**src/rtl/pipe_stage_skid.sv**
```systemverilog
// Pipeline stage register with valid/ready handshake, one-entry skid buffer and flush.
// Define PIPE_STAGE_STALL_CNT_EN to build the saturating stall counter.
module pipe_stage_skid #(
    parameter int WIDTH = 128,
    parameter int CNT_W = 16
) (
    input  logic             clk,
    input  logic             reset,
    input  logic             flush,
    input  logic             in_valid,
    input  logic [WIDTH-1:0] in_data,
    output logic             in_ready,
    output logic             out_valid,
    output logic [WIDTH-1:0] out_data,
    input  logic             out_ready,
    output logic [CNT_W-1:0] stall_cnt
);

    typedef enum logic [1:0] {
        EMPTY = 2'd0,
        FULL  = 2'd1,
        SKID  = 2'd2
    } state_t;

    state_t           state;
    state_t           state_n;
    logic [WIDTH-1:0] main_d;
    logic [WIDTH-1:0] skid_d;
    logic             load_main;
    logic             main_from_skid;
    logic             load_skid;
    logic             in_fire;
    logic             out_fire;

    assign out_valid = (state != EMPTY);
    assign in_ready  = (state != SKID);
    assign out_data  = main_d;
    assign in_fire   = in_valid & in_ready;
    assign out_fire  = out_valid & out_ready;

    always_ff @(posedge clk) begin
        if (reset || flush) begin
            state <= EMPTY;
        end else begin
            state <= state_n;
        end
    end

    always_comb begin
        state_n        = state;
        load_main      = 1'b0;
        main_from_skid = 1'b0;
        load_skid      = 1'b0;
        unique case (state)
            EMPTY: begin
                if (in_fire) begin
                    state_n   = FULL;
                    load_main = 1'b1;
                end
            end
            FULL: begin
                if (in_fire && out_fire) begin
                    load_main = 1'b1;
                end else if (in_fire) begin
                    state_n   = SKID;
                    load_skid = 1'b1;
                end else if (out_fire) begin
                    state_n = EMPTY;
                end
            end
            SKID: begin
                if (out_fire) begin
                    state_n        = FULL;
                    load_main      = 1'b1;
                    main_from_skid = 1'b1;
                end
            end
            default: state_n = EMPTY;
        endcase
    end

    // Flushed entries are zeroed so a squashed payload never lingers on out_data.
    always_ff @(posedge clk) begin
        if (reset || flush) begin
            main_d <= '0;
            skid_d <= '0;
        end else begin
            if (load_main) begin
                main_d <= main_from_skid ? skid_d : in_data;
            end
            if (load_skid) begin
                skid_d <= in_data;
            end
        end
    end

`ifdef PIPE_STAGE_STALL_CNT_EN
    logic [CNT_W-1:0] cnt;

    always_ff @(posedge clk) begin
        if (reset) begin
            cnt <= '0;
        end else if (out_valid && !out_ready && (cnt != '1)) begin
            cnt <= cnt + 1'b1;
        end
    end

    assign stall_cnt = cnt;
`else
    assign stall_cnt = '0;
`endif

endmodule

```
**config.mk**
```make
export PLATFORM = sky130hd
export DESIGN_NAME = pipe_stage_skid
export DESIGN_NICKNAME = d
export VERILOG_FILES = /design/src/rtl/pipe_stage_skid.sv
export SDC_FILE = /design/constraint.sdc
export NUM_CORES = 1
export LEC_CHECK = 0
export ABC_AREA = 1
export BUFFER_PORTS_ARGS = -buffer_cell sky130_fd_sc_hd__buf_2
export CELL_PAD_IN_SITES_DETAIL_PLACEMENT = 1
export CELL_PAD_IN_SITES_GLOBAL_PLACEMENT = 1
export CORE_MARGIN = 4
export CORE_UTILIZATION = 41
export CTS_CLUSTER_DIAMETER = 80
export DETAILED_ROUTE_END_ITERATION = 12
export PLACE_DENSITY = 0.89
export SLEW_MARGIN = 10
export SYNTH_ARGS = -nofsm -noshare
export SYNTH_HDL_FRONTEND = slang
export SYNTH_SLANG_ARGS = --single-unit
```
**constraint.sdc**
```tcl
create_clock -name clk -period 3.3 [get_ports clk]
set_input_delay 0.66 -clock clk [delete_from_list [all_inputs] [get_ports clk]]
set_output_delay 0.66 -clock clk [all_outputs]
set_load 0.01 [all_outputs]
```
## Word-level counts from Yosys, hierarchy flattened

Cells that the tools add are included.

- Register bits: 258
- Latch bits: 0
- Memory bits (writable): 0
- ROM bits: 0
- Bits of input ports: 133
- Output and inout port bits: 146
- Logic and storage cells: 31
- Memories kept: 0

- Add/sub/neg operators: 0
- Multipliers: 0
- Div/mod/pow operators: 0
- Order comparisons: 0
- Equality and inequality tests: 7
- Shifts and indexed selects: 0
- Multiplexer cells: 14
- Bitwise operators: 2
- Reduce and logical (&&, ||, !) cells: 5

Operators with widths:

| kind | number |
|---|---|
| 2-to-1 mux 128 bit | 1 |
| 2-to-1 mux 2 bit | 5 |
| != test 2 bit, second input constant | 4 |
| 2-to-1 mux 1 bit | 6 |
| one-hot mux 2 bit (3 select lines) | 1 |
| AND reduction 4 bit | 1 |
| != test 3 bit, second input constant | 1 |
| one-hot mux 1 bit (3 select lines) | 1 |
| AND 1 bit | 2 |
| equality test 2 x 1 -> 1 bit, second input constant | 1 |
| equality test 2 bit, second input constant | 1 |
| logical NOT 2 bit | 1 |
| nonzero test 2 bit | 1 |
| logical AND 1 bit | 1 |
| logical OR 1 bit | 1 |

## Depth between registers and ports, before layout

- Depth in word-level cells: 6
- Mapped depth: 8
- Gate-level depth less buffers: 7

## Worst setup path after synthesis

No wires, ideal clock.

- Path kind: register to output
- Start point: reg state[1]
- End point: out out_valid
- Data arrival time: 0.972 ns
- Data required time: 2.640 ns
- Setup slack: 1.668 ns
- Cell stages (with the launch flop): 6
- Buffers on the path: 3
- Path through: dfxtp_1 > buf_2 > buf_2 > buf_2 > inv_1 > nand2_1

- Word-level cells in the longest chain between the ends: 1

Ends and longest elaborated chain:

| what | line | source |
|---|---|---|
| start, declared | 25 | `state_t state;` |
| start signal, assigned | 45 | `state <= state_n;` |
| nonzero test 2 bit | 35 | `assign out_valid = (state != EMPTY);` |
| end, declared | 13 | `output logic out_valid,` |

No other way between the ends.

## Final worst setup path

- Start point: reg state[0]
- End point: out in_ready

- Word-level cells in the longest chain between the ends: 1

Ends and longest elaborated chain:

| what | line | source |
|---|---|---|
| != test 2 bit | 36 | `assign in_ready = (state != SKID);` |
| end, declared | 12 | `output logic in_ready,` |

No other way between the ends.

==> impl_metrics.tcl <==
set metrics [dict create \
    use_met1_pct 32.7 \
    first_pass_iters 5 \
    grt_max_degree 143 \
    postSynthCellCount 1615 \
    placed_area_um2 12700 \
    areaGrowthSynthToFinish_pct 18.9 \
    powerDensity_nw_per_um2 523 \
    status "finished clean" \
    critPathLaunchType "flip-flop" \
    port-buffer-count 262 \
    post_cts.repair.setup_buffers 0 \
    grt_usage_pct 25.3 \
    ctsLongestPathBuffers 3 \
    rows 61 \
    p_total_mw 7.15 \
    cp_max_fo 31 \
    cts-root-buf "clkbuf_16" \
    initialDrtViolationCount 1141 \
    hold_viol 0 \
    vias 12300 \
    grt_pass1_wl_um 65700 \
    synth-async-reset-ratio_pct 0 \
    fin_setup_tns_ns 0 \
    synth_edf_count 0 \
    worstSetupStartpoint "state[0]" \
    end_kind "primary output" \
    ir_drop_v 0.000330 \
    ys_top_cells_by_count "nand2_1 (512), dfxtp_1 (258), nand3_1 (258)" \
    antenna_found_initial 10 \
    ys.flop_type "dfxtp_1" \
    slew_headroom_pct 35.4 \
    cp.arrival_ns 1.43 \
    worstSkewPairLatency_ns 0.53 \
    drv_cap 0 \
    post-dp-hpwl_um 23800 \
    ys_ff_latch 258 \
    synth_area_leader_cell "dfxtp_1" \
    report.final.slew_viol_count 0 \
    rsz0062_at_grt "no" \
    cp.required_ns 2.64 \
    gp_congestion 0.747 \
    worstMarginPinSlew_ns 0.969 \
    timing.reg2reg.setup_slack_ns 1.37 \
    min_path_type "in -> reg" \
    hp-start "in_data[114]" \
    ant_nets 0 \
    min_period_over_period_pct 63.4 \
    cts_tree "built" \
    ctsHtreeMaxLevel 1 \
    grtUsageMet3_pct 4.18 \
    synth_area_um2 11500 \
    reg2reg_from "state[0]" \
    leakage_nw 5.75 \
    detail_route.wl_per_cell_um 18.8 \
    fmax_mhz 478 \
    ios 279 \
    ys_top_cells_by_area "dfxtp_1 (45%), nand2_1 (17%), nand3_1 (11%)" \
    die_y_um 176 \
    synth_seq_area_share_pct 44.9 \
    synth.most_common_cell "nand2_1" \
    final-setup-viol-count 0 \
    core_area_um2 27700 \
    viasPerCell 5.69 \
    cts_buffers 29 \
    cts-resized-gates 0 \
    dieWidth_um 176 \
    initial_core_util_pct 41.5 \
    hold_buffers 0 \
    gr-total-overflow 0 \
    yosys_warnings 0 \
    grt_pass1_vias 12500 \
    crit_type "reg -> out" \
    path_clk_slew_ns 0.06 \
    grt-busiest-layer "met2" \
    fin_crit_ns 2.09 \
    final_nets 1894 \
    use_met2_pct 43.4 \
    drt-total-wl_um 40700 \
    synth_top_area_share_pct 44.9 \
    fin_area_um2 13700 \
    drive_gt1_share_pct 18.9 \
    cts_sinks 258 \
    drc 0 \
    fin_worst_skew_ns 0.00642 \
    synth.avg_cell_area_um2 7.13 \
    ys_types 19 \
    die_area_um2 30800 \
]
==> critical path, stage by stage, from the launching register on <==
cell,delay [ns]
dfxtp_1,0.34
inv_4,0.30
nand2_1,0.10
buf_2,0.16
==> area by class of cell <==
class | instances | area, um2
fill | 3624 | 14000
multi-input combinational | 1178 | 5440
sequential | 258 | 5170
timing repair buffer | 284 | 1580
clock buffer | 45 | 877
tap | 378 | 473
clock inverter | 6 | 90.1
inverter | 10 | 47.5
antenna | 4 | 10.0
==> metrics by stage <==
stage                     util [%]  hold slack, ns  cells  setup slack, ns
final                         49.4           0.407   2163             1.21
after global routing          49.4           0.388   2163             1.11
after CTS                     49.4           0.382   2159             1.18
after detailed placement      45.9           0.453   2108            0.819
after global placement        45.9           0.444   2108            0.948
after floorplan                  -           0.429   1630             1.67
==> power by group <==
group	leakage, nW	total [mW]	internal [mW]	switching (mW)
sequential	2.09	3.21	3.17	0.0355
combinational	3.20	0.672	0.207	0.465
clock	0.458	3.27	1.97	1.30
total	5.75	7.15	5.35	1.80
==> routing by layer <==
metal  vias up  part of all wire [%]
li1       5750                     -
met1      6021                    42
met2       442                    49
met3        93                   6.3
met4        12                   2.7
met5         -                  0.17
==> cell usage in the layout, fill, tap and decap left out, types with 2 or more instances in the layout <==
cell type,n
nand2_1,511
o21ai_0,2
nand4_1,126
diode_2,4
buf_2,261
dfxtp_1,257
clkbuf_8,7
conb_1,16
buf_4,15
buf_12,8
inv_1,8
clkbuf_16,30
clkinvlp_4,4
bufinv_16,2
a21oi_1,257
nand2_4,3
nor2_4,2
nand3_1,258
clkbuf_1,8
==> state kept, by name, indices dropped and copies added (netlist names) <==
| name | count |
|---|---|
| out_data | 128 |
| skid_d | 128 |
| state | 2 |
==> final timing paths <==
| check | endpoint | cells after the start |
|---|---|---|
| worst max-delay path | in_ready | 3 |
| worst min-delay path | skid_d[114] | 3 |
| worst max register to register | out_data[48] | 6 |
| worst min register to register | skid_d[58] | 2 |
==> logic make-up (layout without fill, tap and decap cells) <==
| kind of cell | Yosys count | after routing | share of synthesized area (%) |
|---|---|---|---|
| other | 1 | 20 | 0.0326 |
| AO/OA/AOI/OAI | 260 | 260 | 11.3 |
| buffers and inverters | 194 | 345 | 8.59 |
| flip-flops | 258 | 258 | 44.9 |
| AND/OR/NAND/NOR | 902 | 902 | 35.2 |
(Power assumes the default switching activity.)
